## src/rtl/usb_reg_master_pkg.sv

```systemverilog
// Shared constants for the CW USB register-bus initiator: FSM state
// encodings, default phase timings and a small sizing helper.
package usb_reg_master_pkg;

  localparam logic [2:0] ST_IDLE   = 3'd0;
  localparam logic [2:0] ST_WDATA  = 3'd1;
  localparam logic [2:0] ST_SETUP  = 3'd2;
  localparam logic [2:0] ST_STROBE = 3'd3;
  localparam logic [2:0] ST_HOLD   = 3'd4;
  localparam logic [2:0] ST_FINISH = 3'd5;

  localparam int DEF_SETUP_CYCLES  = 1;
  localparam int DEF_STROBE_CYCLES = 2;
  localparam int DEF_HOLD_CYCLES   = 1;

  // Largest of three phase lengths; sizes the shared phase timer.
  function automatic int max3(input int a, input int b, input int c);
    int m;
    m = (a > b) ? a : b;
    return (m > c) ? m : c;
  endfunction

endpackage

```

## src/rtl/usb_reg_master_timer.sv

```systemverilog
// Loadable down-counter with a zero flag. One instance times the
// SETUP, STROBE and HOLD phases in turn; a load of N-1 gives N cycles.
module usb_reg_master_timer #(
  parameter int CNT_W = 2
) (
  input  logic             clk,
  input  logic             reset,
  input  logic             load,
  input  logic [CNT_W-1:0] load_val,
  output logic             zero
);

  logic [CNT_W-1:0] cnt;

  // Load on phase entry, otherwise count down and park at zero.
  always_ff @(posedge clk) begin
    if (reset)                 cnt <= '0;
    else if (load)             cnt <= load_val;
    else if (cnt != '0)        cnt <= cnt - CNT_W'(1);
  end

  assign zero = (cnt == '0);

endmodule

```

## src/rtl/usb_reg_master.sv

```systemverilog
// Initiator for the CW USB register bus. Converts a valid/ready command
// into a chip-select-framed burst of timed read or write strobes. Every
// output is a flop; bus-level outputs are computed from the next state so
// they line up with the state they describe.
module usb_reg_master
  import usb_reg_master_pkg::*;
#(
  parameter int pADDR_WIDTH    = 8,
  parameter int pBYTECNT_SIZE  = 7,
  parameter int pSETUP_CYCLES  = DEF_SETUP_CYCLES,
  parameter int pSTROBE_CYCLES = DEF_STROBE_CYCLES,
  parameter int pHOLD_CYCLES   = DEF_HOLD_CYCLES
) (
  input  logic                     usb_clk,
  input  logic                     reset_i,
  input  logic                     I_cmd_valid,
  output logic                     O_cmd_ready,
  input  logic                     I_cmd_write,
  input  logic [pADDR_WIDTH-1:0]   I_cmd_addr,
  input  logic [pBYTECNT_SIZE-1:0] I_cmd_len,
  input  logic [7:0]               I_wdata,
  input  logic                     I_wdata_valid,
  output logic                     O_wdata_ready,
  output logic [7:0]               O_rdata,
  output logic                     O_rdata_valid,
  output logic                     O_done,
  output logic                     O_cmd_err,
  output logic [pADDR_WIDTH-1:0]   O_cwusb_addr,
  output logic                     O_cwusb_cen,
  output logic                     O_cwusb_rdn,
  output logic                     O_cwusb_wrn,
  output logic [7:0]               O_cwusb_dout,
  output logic                     O_cwusb_dout_en,
  input  logic [7:0]               I_cwusb_din
);

  localparam int TMR_MAX = max3(pSETUP_CYCLES, pSTROBE_CYCLES, pHOLD_CYCLES);
  localparam int CNT_W   = (TMR_MAX > 1) ? $clog2(TMR_MAX) : 1;

  localparam logic [CNT_W-1:0] LD_SETUP  = CNT_W'(pSETUP_CYCLES - 1);
  localparam logic [CNT_W-1:0] LD_STROBE = CNT_W'(pSTROBE_CYCLES - 1);
  localparam logic [CNT_W-1:0] LD_HOLD   = CNT_W'(pHOLD_CYCLES - 1);

  logic [2:0]               state, nstate;
  logic                     wr_q;
  logic [pBYTECNT_SIZE-1:0] byte_cnt;
  logic                     tmr_load;
  logic [CNT_W-1:0]         tmr_val;
  logic                     tmr_zero;
  logic                     accept;
  logic                     last_byte;

  assign accept    = (state == ST_IDLE) && I_cmd_valid && O_cmd_ready;
  assign last_byte = (byte_cnt == pBYTECNT_SIZE'(1));

  usb_reg_master_timer #(.CNT_W(CNT_W)) u_timer (
    .clk      (usb_clk),
    .reset    (reset_i),
    .load     (tmr_load),
    .load_val (tmr_val),
    .zero     (tmr_zero)
  );

  // Next-state and phase-timer load selection.
  always_comb begin
    nstate   = state;
    tmr_load = 1'b0;
    tmr_val  = '0;
    case (state)
      ST_IDLE: begin
        if (accept) begin
          if (I_cmd_len == '0) begin
            nstate = ST_FINISH;
          end else if (I_cmd_write) begin
            nstate = ST_WDATA;
          end else begin
            nstate   = ST_SETUP;
            tmr_load = 1'b1;
            tmr_val  = LD_SETUP;
          end
        end
      end
      ST_WDATA: begin
        if (I_wdata_valid) begin
          nstate   = ST_SETUP;
          tmr_load = 1'b1;
          tmr_val  = LD_SETUP;
        end
      end
      ST_SETUP: begin
        if (tmr_zero) begin
          nstate   = ST_STROBE;
          tmr_load = 1'b1;
          tmr_val  = LD_STROBE;
        end
      end
      ST_STROBE: begin
        if (tmr_zero) begin
          nstate   = ST_HOLD;
          tmr_load = 1'b1;
          tmr_val  = LD_HOLD;
        end
      end
      ST_HOLD: begin
        if (tmr_zero) begin
          if (last_byte) begin
            nstate = ST_FINISH;
          end else if (wr_q) begin
            nstate = ST_WDATA;
          end else begin
            nstate   = ST_SETUP;
            tmr_load = 1'b1;
            tmr_val  = LD_SETUP;
          end
        end
      end
      ST_FINISH: nstate = ST_IDLE;
      default:   nstate = ST_IDLE;
    endcase
  end

  // State, latched command, datapath and registered outputs.
  // O_wdata_ready is an acknowledge pulse in the cycle after the byte was
  // captured; the producer may present the next byte once it sees it,
  // since WDATA is not revisited for at least a full byte period.
  always_ff @(posedge usb_clk) begin
    if (reset_i) begin
      state           <= ST_IDLE;
      wr_q            <= 1'b0;
      byte_cnt        <= '0;
      O_cmd_ready     <= 1'b1;
      O_wdata_ready   <= 1'b0;
      O_rdata         <= 8'h00;
      O_rdata_valid   <= 1'b0;
      O_done          <= 1'b0;
      O_cmd_err       <= 1'b0;
      O_cwusb_addr    <= '0;
      O_cwusb_cen     <= 1'b1;
      O_cwusb_rdn     <= 1'b1;
      O_cwusb_wrn     <= 1'b1;
      O_cwusb_dout    <= 8'h00;
      O_cwusb_dout_en <= 1'b0;
    end else begin
      state         <= nstate;
      O_cmd_ready   <= (nstate == ST_IDLE);
      O_cwusb_cen   <= (nstate == ST_IDLE) || (nstate == ST_FINISH);
      // Strobe direction comes from the latched command; STROBE is never
      // entered straight from IDLE, so wr_q is always current here.
      O_cwusb_rdn   <= !((nstate == ST_STROBE) && !wr_q);
      O_cwusb_wrn   <= !((nstate == ST_STROBE) &&  wr_q);
      O_done        <= (nstate == ST_FINISH);
      O_cmd_err     <= (nstate == ST_FINISH) && (state == ST_IDLE);
      O_rdata_valid <= 1'b0;
      O_wdata_ready <= 1'b0;

      case (state)
        ST_IDLE: begin
          if (accept) begin
            wr_q         <= I_cmd_write;
            O_cwusb_addr <= I_cmd_addr;
            byte_cnt     <= I_cmd_len;
          end
        end
        ST_WDATA: begin
          if (I_wdata_valid) begin
            O_cwusb_dout    <= I_wdata;
            O_cwusb_dout_en <= 1'b1;
            O_wdata_ready   <= 1'b1;
          end
        end
        ST_STROBE: begin
          if (tmr_zero && !wr_q) begin
            O_rdata       <= I_cwusb_din;
            O_rdata_valid <= 1'b1;
          end
        end
        ST_HOLD: begin
          if (tmr_zero) byte_cnt <= byte_cnt - pBYTECNT_SIZE'(1);
        end
        default: ;
      endcase

      if (nstate == ST_FINISH) O_cwusb_dout_en <= 1'b0;
    end
  end

endmodule

```

## config.mk

```make
export PLATFORM = sky130hd
export DESIGN_NAME = usb_reg_master
export DESIGN_NICKNAME = d
export VERILOG_FILES = /design/src/rtl/usb_reg_master_pkg.sv /design/src/rtl/usb_reg_master_timer.sv /design/src/rtl/usb_reg_master.sv
export SDC_FILE = /design/constraint.sdc
export NUM_CORES = 1
export LEC_CHECK = 0
export ABC_AREA = 1
export BUFFER_PORTS_ARGS = -buffer_cell sky130_fd_sc_hd__clkbuf_2
export CORE_UTILIZATION = 35
export CTS_CLUSTER_DIAMETER = 120
export DETAILED_ROUTE_END_ITERATION = 12
export GPL_TIMING_DRIVEN = 0
export PLACE_DENSITY = 0.6
export SLEW_MARGIN = 40
export SYNTH_ARGS = -nofsm -noshare
export SYNTH_HDL_FRONTEND = slang
export SYNTH_SLANG_ARGS = --single-unit
export TNS_END_PERCENT = 1
```

## constraint.sdc

```tcl
create_clock -name usb_clk -period 1.8 [get_ports usb_clk]
set_input_delay 0.18 -clock usb_clk [delete_from_list [all_inputs] [get_ports usb_clk]]
set_output_delay 0.18 -clock usb_clk [all_outputs]
set_load 0.02 [all_outputs]
```

==> flow_summary_export.csv, run 1 <==
group,metric,value,unit
outcome,status,"finished clean",
floorplanning,io_pins,69,
detailed_routing,drc,0,
floorplanning,dieArea,0.00586,mm2
worst_setup_path,critPathKind,"reg -> reg",
finish,final_cell_area,0.00245,mm2
sta,setup_slack,0.369,ns
finish,n_fill_cell,566,
logic_synthesis,synth_compound_area_frac,0.119,
logic_synthesis,seq_area_frac_synth,0.463,
power_and_ir_drop,power.total,2.75,mW
logic_synthesis,synthMuxAreaShare,0,
sta,rsz0062_at_grt,"false",
detailed_routing,drt_iter0_drc,85,
logic_synthesis,syn_area,0.00194,mm2
placement,dp.cells,392,
worst_setup_path,crit_path_end_kind,"flop",
worst_setup_path,r2r_cells,10,
sta,fin_crit,1.43,ns
grt,grt_pass1_vias,1737,
finish,drive_gt1_frac,0.312,
logic_synthesis,synth_area_per_cell,7.60,um2
detailed_routing,viasPerCell,4.63,
placement,hpwl,3440,um
placement,port_buffers,66,
worst_hold_path,hold_path_class,"in -> reg",
finish,synthToLayoutAreaGrowth,26.1,%
power_and_ir_drop,irDropWorstVdd,545,uV
worst_setup_path,reg2reg_from,"byte_cnt[1]",
clock_tree,h-tree-depth,2,
worst_setup_path,crit_fanout,3,
finish,multi_input_area,903,um2
detailed_routing,dr.pass1.iters,4,
job,maxCapViolations,0,
grt,gr-total-overflow,0,
detailed_routing,antenna_left,0,
finish,antenna_cells,0,
clock_tree,post-cts-setup-buffers,0,
finish,regArea,901,um2
placement,placed_area,0.00236,mm2
sta,setup_violations,0,
floorplanning,core_area,0.00524,mm2
logic_synthesis,ys_seq_elements,45,
clock_tree,cts-root-buf,"clkbuf_8",
floorplanning,rows,26,
logic_synthesis,synth_fa_ha_area_frac,0.0129,
placement,place.gp.congestion,0.854,
sta,finClkSkew,0.00590,ns
worst_setup_path,r2r_end,"O_cmd_err",
floorplanning,die_w,76.5,um
placement,post-place-ws,0.390,ns
logic_synthesis,synth_top_family_by_area,"simple AND/OR/NAND/NOR gates",
clock_tree,ctsHoldBuffers,0,
logic_synthesis,yosysWarnings,0,
detailed_routing,num_vias,1853,
power_and_ir_drop,power.leakage,1.15,nW
clock_tree,cts_sinks,45,
worst_setup_path,regToRegSetupSlack,0.37,ns
floorplanning,die_h,76.5,um
clock_tree,cts_made_buffers,5,
worst_hold_path,hold_depth,3,
sta,fin_crit_sh,0.795,
grt,grt_pass1_wl,7880,um
floorplanning,start_util,0.371,
worst_hold_path,min_from,"I_cmd_addr[3]",
logic_synthesis,synth_fp_nets,294,
clock_tree,clk_path_buf_depth,2,
detailed_routing,drt_wl_total,4580,um
sta,max_slew.worst_pin.slew,0.484,ns
grt,grt_use_total,0.167,
logic_synthesis,synthXorXnorAreaFrac,0.00901,
worst_setup_path,arrival,1.67,ns
finish,nets,367,
worst_setup_path,cp-start-kind,"flop",
logic_synthesis,synth_cell_types,27,
sta,holdWs,0.0949,ns
worst_setup_path,worst_ep_required_time,2.04,ns
sta,finalSetupTns,0,ns
finish,fin_cells,400,
grt,antenna_found_initial,0,
clock_tree,clk_transition_reported_paths,0.09,ns
clock_tree,tritoncts,"yes",
clock_tree,cts-resized-gates,0,
power_and_ir_drop,powerDensity,1120,mW/mm2
sta,max-slew-margin-rel,0.678,
sta,finalHoldViolations,0,
logic_synthesis,syn_inst,256,
sta,drv_slew,0,
grt,grt_max_degree,16,
sta,max_freq,699,MHz
worst_hold_path,min_to,"O_cwusb_addr[3]",
clock_tree,clock_latency,0.30,ns
detailed_routing,wl_per_cell,11.4,um
finish,post-route-util,0.468,
logic_synthesis,synth-simple-area-share,0.324,
-- sequential cells by signal (all words and copies together), names as in the netlist, 3 cells and up --
name          flops
O_rdata           8
state             3
O_cwusb_dout      8
O_cwusb_addr      8
byte_cnt          7
-- worst max-delay path by stage --
stage	slack (ns)	startpoint	to	cells past startpoint
global placement	0.39	byte_cnt[1]	O_cmd_err	10
floorplan	0.52	O_cmd_ready	O_cwusb_cen	10
CTS	0.37	state[2]	O_cmd_ready	9
global route	0.21	byte_cnt[1]	O_cmd_err	10
finish	0.37	byte_cnt[1]	O_cmd_err	10
detailed placement	0.39	state[2]	O_cmd_ready	9
-- report_power, final --
group	internal [mW]	total, mW	switching (mW)
Combinational	0.324	0.909	0.585
Sequential	1.13	1.21	0.0832
Clock	0.276	0.634	0.358
-- area by class of cell --
cell class	count	share of cell area
Buffer	8	0.0204
Clock buffer	5	0.0281
Clock inverter	3	0.00867
Inverter	24	0.0367
Multi-Input combinational cell	179	0.368
Sequential cell	45	0.367
Tap cell	70	0.0357
Timing Repair Buffer	66	0.135
-- per-layer routing --
metal,vias up,global-route usage,part of all wire
met2,69,0.268,0.43
met5,-,0,0
met4,0,0.0577,0.011
met3,5,0.0455,0.077
met1,811,0.216,0.48
li1,968,-,-
-- cell families after synthesis --
kind of cell | Yosys count
AND/OR/NAND/NOR | 131
flip-flops | 45
AO/OA/AOI/OAI | 44
buffers and inverters | 32
XOR/XNOR | 2
adder cells (fa/ha/maj) | 2
-- Yosys cell counts --
cell type | number | area (um2)
nand4_2 | 1 | 12.5
nor2_2 | 2 | 12.5
nand3_2 | 3 | 30.0
buf_4 | 1 | 7.51
clkbuf_1 | 4 | 15.0
nor3_2 | 1 | 10.0
a21oi_2 | 1 | 8.76
nor3_1 | 2 | 10.0
xnor2_1 | 2 | 17.5
inv_1 | 18 | 67.6
dfxtp_1 | 45 | 901
buf_6 | 2 | 22.5
nor2_4 | 4 | 45.0
or2_2 | 1 | 6.26
ha_1 | 2 | 25.0
buf_2 | 1 | 5.00
nand2_1 | 55 | 206
nand2_2 | 3 | 18.8
a31oi_1 | 2 | 12.5
a211oi_1 | 2 | 15.0
nand3_4 | 2 | 35.0
inv_2 | 6 | 22.5
nor2_1 | 39 | 146
a21oi_1 | 20 | 100
nand2_4 | 1 | 11.3
o21ai_0 | 19 | 95.1
nand3_1 | 17 | 85.1
-- cell usage in the layout, fill, tap and decap left out, drive strengths merged --
master	synthesis	final
nand2	59	59
a31oi	2	2
o21ai	19	19
clkinvlp	0	1
clkbuf	4	75
ha	2	2
or2	1	1
nor3	3	3
dfxtp	45	45
nand3	22	22
buf	4	4
clkinv	0	1
inv	24	25
xnor2	2	2
nor2	45	45
a21oi	21	21
nand4	1	1
a211oi	2	2
-- worst max-delay path, cell delays in order (launching register included) --
cell	delay (ns)
dfxtp_1	0.33
inv_1	0.10
ha_1	0.17
inv_1	0.04
nor2_1	0.07
nand3_1	0.12
nand3_1	0.11
nand2_1	0.08
nor2_4	0.15
nand4_2	0.12
nor2_2	0.09
Power figures use the tool's default switching activity.
==> run 2, diff against run 1 <==
==> constraint.sdc (replaced) <==
create_clock -name usb_clk -period 1.45 [get_ports usb_clk]
set_input_delay 0.145 -clock usb_clk [delete_from_list [all_inputs] [get_ports usb_clk]]
set_output_delay 0.145 -clock usb_clk [all_outputs]
set_load 0.02 [all_outputs]
==> run 2 against run 1 <==
  * Count of clock-buffer cells in the layout unchanged
  * Sequential cell count unchanged
  * Critical path depth up 1
  * Fmax up 3.1%
  * Via count grew 2.1%
  * Hold slack got worse by 0.035 ns
  * Sequential power is 26% higher
  * Die area unchanged
  * Utilization increased by 1.7 points
==> flow_summary_export.csv, run 2 (same netlist as run 1, synthesis figures left out) <==
group,metric,value,unit
detailed_routing,drt_iter0_drc,103,
floorplanning,die_w,76.5,um
worst_setup_path,cp_top_family,"simple AND/OR/NAND/NOR gates",
floorplanning,io_pins,69,
clock_tree,clk_path_buf_depth,2,
sta,drv_slew,0,
worst_setup_path,r2r_cells,11,
worst_setup_path,cp-start-kind,"flop",
clock_tree,cts_made_buffers,5,
clock_tree,tritoncts,"yes",
worst_setup_path,r2r_end,"O_cmd_ready",
sta,finalHoldViolations,0,
detailed_routing,wl_per_cell,11.8,um
placement,place.gp.congestion,0.854,
clock_tree,cts_sinks,45,
worst_hold_path,hold_depth,3,
floorplanning,die_h,76.5,um
finish,layout_commonest_cell,"clkbuf_2",
power_and_ir_drop,irDropWorstVdd,687,uV
worst_setup_path,cp_num_buf_inv,3,
worst_setup_path,regToRegSetupSlack,0.06,ns
clock_tree,cts-root-buf,"clkbuf_8",
finish,largestRegisters,"O_cwusb_addr: 8 flops, O_cwusb_dout: 8 flops, O_rdata: 8 flops",
detailed_routing,num_vias,1891,
detailed_routing,drt_wl_total,4750,um
job,maxCapViolations,0,
finish,drive_gt1_frac,0.372,
detailed_routing,drc,0,
detailed_routing,viasPerCell,4.69,
sta,fin_crit_sh,0.957,
floorplanning,start_util,0.371,
finish,nets,370,
finish,post-route-util,0.486,
clock_tree,clock_latency,0.30,ns
sta,max_freq,720,MHz
sta,finalSetupTns,0,ns
worst_setup_path,critPathKind,"reg -> reg",
worst_setup_path,reg2reg_from,"byte_cnt[1]",
grt,grt_pass1_vias,1737,
grt,grt_pass1_wl,7880,um
detailed_routing,antenna_left,0,
sta,max-slew-margin-rel,0.673,
sta,finClkSkew,0.00525,ns
worst_setup_path,crit_fanout,3,
sta,max_slew.worst_pin.slew,0.490,ns
worst_setup_path,cp_cell_sequence,"inv_2, ha_4, inv_1, nor2_2, nand3_2, nand2_2, nand2_2, nand3_4, inv_2, nand3_2, nand2_1",
worst_setup_path,cp_slowest_cell,"dfxtp_2",
finish,synthToLayoutAreaGrowth,30.8,%
clock_tree,h-tree-depth,2,
placement,dp.cells,392,
worst_setup_path,arrival,1.57,ns
floorplanning,dieArea,0.00586,mm2
clock_tree,ctsHoldBuffers,0,
placement,port_buffers,66,
worst_hold_path,min_to,"O_cwusb_addr[3]",
placement,hpwl,3440,um
worst_setup_path,crit_path_end_kind,"flop",
finish,antenna_cells,0,
worst_hold_path,min_from,"I_cmd_addr[3]",
sta,fin_crit,1.39,ns
clock_tree,clk_transition_reported_paths,0.09,ns
grt,grt_use_total,0.167,
worst_setup_path,cpPeakStageDelay,0.34,ns
grt,antenna_found_initial,0,
detailed_routing,dr.pass1.iters,4,
grt,grt_max_degree,16,
finish,layout_common_cells,"clkbuf_2 (66), nand2_1 (50), dfxtp_1 (41), nor2_1 (36), a21oi_1 (20)",
sta,setup_violations,0,
power_and_ir_drop,power.leakage,1.16,nW
grt,gr-total-overflow,0,
floorplanning,rows,26,
finish,fin_cells,403,
floorplanning,core_area,0.00524,mm2
worst_setup_path,worst_ep_required_time,1.63,ns
outcome,status,"finished clean",
worst_hold_path,hold_path_class,"in -> reg",
sta,rsz0062_at_grt,"true",
power_and_ir_drop,powerDensity,1390,mW/mm2
-- run 2: cell types whose count changed in the layout (fill, tap and decap cells not counted), moves of 2 or more --
cell / before / now
nand3_1: 17 / 15
nor2_1: 39 / 36
dfxtp_1: 45 / 41
buf_4: 1 / 4
inv_1: 18 / 15
nand2_1: 55 / 50
nor2_2: 2 / 4
dfxtp_2: 0 / 4
inv_2: 6 / 9
nand2_2: 3 / 8
-- run 2: area by class of cell --
type | count | area (um2)
clock buffer | 5 | 68.8
fill | 554 | 2690
multi-input combinational | 179 | 967
clock inverter | 3 | 21.3
inverter | 24 | 90.1
timing repair buffer | 69 | 353
tap | 70 | 87.6
sequential | 45 | 906
buffer | 8 | 50.0
-- run 2: layer usage --
layer,vias to the layer above,track usage,routed length [um]
met5,-,0,0
met4,0,0.0577,48
met3,5,0.0455,307
met2,61,0.268,2130
met1,855,0.216,2260
li1,970,-,-
-- run 2: how the worst max path moves through the flow --
| stage | startpoint | end | slack, ns | cells past startpoint |
|---|---|---|---|---|
| 2_1_floorplan | O_cmd_ready | O_cwusb_cen | 0.17 | 10 |
| 3_3_place_gp | byte_cnt[1] | O_cmd_err | 0.04 | 10 |
| 3_5_place_dp | state[2] | O_cmd_ready | 0.04 | 9 |
| 4_1_cts | state[2] | O_cmd_ready | 0.02 | 9 |
| 5_1_grt | state[1] | O_cmd_ready | -0.04 | 8 |
| 6_report | byte_cnt[1] | O_cmd_ready | 0.06 | 11 |
-- run 2: worst reg2reg max path, delay by kind of cell, from the launching register on --
family | cells | cell delay (ns)
DFF | 1 | 0.34
adders and majority gates | 1 | 0.13
and+or+nand+nor | 7 | 0.62
buffers and inverters | 3 | 0.18
-- run 2: metrics by stage --
stage | setup slack [ns] | power, mW | hold slack, ns | area (um2)
finish | 0.0620 | 3.55 | 0.0600 | 2540
global route | -0.0403 | 3.80 | 0.0588 | 2540
CTS | 0.0176 | 3.45 | 0.0544 | 2450
detailed placement | 0.0402 | 2.66 | 0.384 | 2360
global placement | 0.0436 | 2.65 | 0.379 | 2360
floorplan | 0.165 | 2.34 | 0.288 | 1940
-- run 2: what timing repair did --
item,CTS,global route
setup buffers,0,3
resized for setup,0,22
endpoints found under the setup margin,0,22
-- run 2: power breakdown --
part / internal [mW] / leakage [nW] / switching, mW
Sequential: 1.40 / 0.368 / 0.115
Clock: 0.342 / 0.0445 / 0.444
Combinational: 0.463 / 0.751 / 0.780
Total: 2.21 / 1.16 / 1.34
==> run 3, diff against run 2 <==
--- a/config.mk
+++ b/config.mk
@@ -5,7 +5,6 @@
 export SDC_FILE = /design/constraint.sdc
 export NUM_CORES = 1
 export LEC_CHECK = 0
-export ABC_AREA = 1
 export BUFFER_PORTS_ARGS = -buffer_cell sky130_fd_sc_hd__clkbuf_2
 export CORE_UTILIZATION = 35
 export CTS_CLUSTER_DIAMETER = 120
==> constraint.sdc (replaced) <==
create_clock -name usb_clk -period 1.7 [get_ports usb_clk]
set_input_delay 0.17 -clock usb_clk [delete_from_list [all_inputs] [get_ports usb_clk]]
set_output_delay 0.17 -clock usb_clk [all_outputs]
set_load 0.02 [all_outputs]
==> run 3 against run 2 <==
  * The run now ends with negative setup slack left
  * Via count down 0.85%
  * Routed wire length up 0.65%
  * Sequential share of layout area down 0.24 points
  * Global-route usage up 0.49 points
  * Area after synthesis down 2.6%
  * Register-to-register slack worse by 0.16 ns
  * Power down 7.8%
  * Clock skew down 0.00092 ns
  * Worst setup slack worse by 0.16 ns
  * Sequential cell count unchanged
  * Clock power up 6.5%
  * First-iteration DRC count down 39%
==> flow_summary_export.csv, run 3 <==
group,metric,value,unit
outcome,status,"complete, but fails checks",
outcome,failed_checks,"negative setup slack",
finish,final_cell_area,0.00255,mm2
sta,rsz0062_at_grt,"true",
clock_tree,clk_path_buf_depth,2,
floorplanning,die_h,75.5,um
grt,grt.busiest_layer,"met2",
logic_synthesis,ys_seq_elements,45,
logic_synthesis,syn_inst,227,
grt,antenna_found_initial,0,
sta,max-slew-margin-rel,0.633,
worst_setup_path,critPathKind,"reg -> reg",
grt,use_met3,0.0489,
detailed_routing,drt_wl_total,4790,um
finish,post-route-util,0.494,
finish,layout_common_cells,"clkbuf_2 (69), nand2_1 (49), dfxtp_1 (43), a21oi_1 (34), o21ai_0 (12)",
clock_tree,clk_transition_reported_paths,0.08,ns
grt,grt_pass1_wl,7380,um
sta,max_freq,558,MHz
sta,max_slew.worst_pin.slew,0.549,ns
logic_synthesis,synth_area_leaders,"dfxtp_1 (48%), nand2_1 (9.7%), a21oi_1 (9.3%)",
logic_synthesis,yosysMostFrequentCell,"nand2_1",
finish,synthToLayoutAreaGrowth,34.9,%
logic_synthesis,yosysWarnings,0,
placement,place.gp.congestion,0.855,
logic_synthesis,synth_edf_count,0,
logic_synthesis,synth_fp_nets,265,
grt,gr-total-overflow,0,
floorplanning,start_util,0.366,
floorplanning,dieArea,0.00571,mm2
logic_synthesis,netlist_top_cells_count,"nand2_1 (49), dfxtp_1 (45), a21oi_1 (35)",
clock_tree,cts_made_buffers,5,
power_and_ir_drop,irDropWorstVdd,582,uV
finish,layout_commonest_cell,"clkbuf_2",
grt,grt_use_total,0.172,
floorplanning,io_pins,69,
power_and_ir_drop,power.leakage,1.04,nW
sta,drv_slew,0,
sta,holdWs,0.0901,ns
floorplanning,rows,26,
finish,nets,342,
logic_synthesis,async_flop_share,0,
grt,grt_max_degree,15,
finish,largestRegisters,"O_cwusb_addr: 8 flops, O_cwusb_dout: 8 flops, O_rdata: 8 flops",
logic_synthesis,synth_cell_types,43,
detailed_routing,viasPerCell,5.00,
placement,hpwl,3570,um
placement,placed_area,0.00232,mm2
worst_setup_path,worst_ep_required_time,1.87,ns
clock_tree,clock_latency,0.29,ns
detailed_routing,drt_iter0_drc,63,
power_and_ir_drop,powerDensity,1280,mW/mm2
detailed_routing,dr.pass1.iters,4,
clock_tree,h-tree-depth,2,
worst_setup_path,crit_fanout,10,
worst_setup_path,cp-start-kind,"flop",
finish,fin_cells,375,
placement,dp.cells,365,
finish,antenna_cells,0,
sta,fin_crit,1.79,ns
logic_synthesis,yosys.area.top_type_share,0.476,
detailed_routing,num_vias,1875,
grt,met2_usage,0.264,
detailed_routing,wl_per_cell,12.8,um
clock_tree,cts-root-buf,"clkbuf_8",
clock_tree,tritoncts,"yes",
finish,drive_gt1_frac,0.341,
sta,finalSetupTns,-0.586,ns
sta,fin_crit_sh,1.06,
placement,post-place-ws,-0.287,ns
grt,grt_pass1_vias,1552,
sta,setup_violations,12,
logic_synthesis,synth_area_per_cell,8.34,um2
power_and_ir_drop,power.total,3.27,mW
logic_synthesis,seq_area_frac_synth,0.476,
clock_tree,cts_sinks,45,
worst_setup_path,arrival,1.96,ns
logic_synthesis,yosysTopAreaCell,"dfxtp_1",
floorplanning,die_w,75.5,um
grt,grt_util_met1,0.239,
sta,finClkSkew,0.00432,ns
detailed_routing,drc,0,
detailed_routing,antenna_left,0,
job,maxCapViolations,0,
worst_hold_path,hold_path_class,"in -> reg",
logic_synthesis,synth_ff_type,"dfxtp_1",
placement,port_buffers,68,
worst_setup_path,crit_path_end_kind,"flop",
logic_synthesis,syn_area,0.00189,mm2
finish,n_fill_cell,551,
sta,finalHoldViolations,0,
floorplanning,core_area,0.00517,mm2
sta,setup_slack,-0.0935,ns
-- run 3: cell count changes after synthesis, moves of 6 or more --
cell     before  now
o21ai_0      19   13
inv_2         6    0
inv_1        18    4
nand3_1      17    4
nand2_1      55   49
a21oi_1      20   35
nor2_1       39   13
-- run 3: cell families (layout without fill, tap and decap cells) --
kind of cell,count (synthesis),count (layout),share of synthesized area
fa+ha+maj,2,2,0.0132
buf+inv,16,94,0.0443
simple gates,96,96,0.251
compound gates,68,68,0.215
flops,45,45,0.476
-- run 3: timing repair --
action	4_1_cts	5_1_grt
resized for setup	11	10
endpoints found under the setup margin	24	32
buffers inserted	0	3
pin swaps	0	5
hold buffers	0	0
-- run 3: path summary, 6_finish.rpt --
check	start	end	slack (ns)	cells past startpoint
min reg2reg	O_cwusb_addr[0]	O_cwusb_addr[0]	0.46	2
min	I_cwusb_din[0]	O_rdata[0]	0.09	3
max reg2reg	state[2]	byte_cnt[2]	-0.09	5
max	state[2]	byte_cnt[2]	-0.09	5
-- run 3: area by class of cell --
class                      count  area (um2)  share of cell area
multi-input combinational    166         996               0.390
sequential                    45         903               0.354
timing repair buffer          71         363               0.142
tap                           70        87.6              0.0343
clock buffer                   6        82.6              0.0323
buffer                        11        68.8              0.0269
clock inverter                 2        37.5              0.0147
inverter                       4        15.0             0.00588
-- run 3: worst max-delay path, stage by stage, from the launching register on --
cell and delay (ns):
dfxtp_1 0.36, buf_4 0.20, or3b_2 0.60, a22o_1 0.27
a22oi_1 0.17, nor2_1 0.06
-- run 3: metal layers --
metal  part of all wire  wire, um
met2               0.45      2170
met4             0.0092        44
met3              0.058       278
met5                  0         0
met1               0.48      2290
-- run 3: report_power, final --
group	internal (mW)	switching, mW
clock	0.478	0.359
combinational	0.445	0.648
sequential	1.22	0.125
total	2.14	1.13
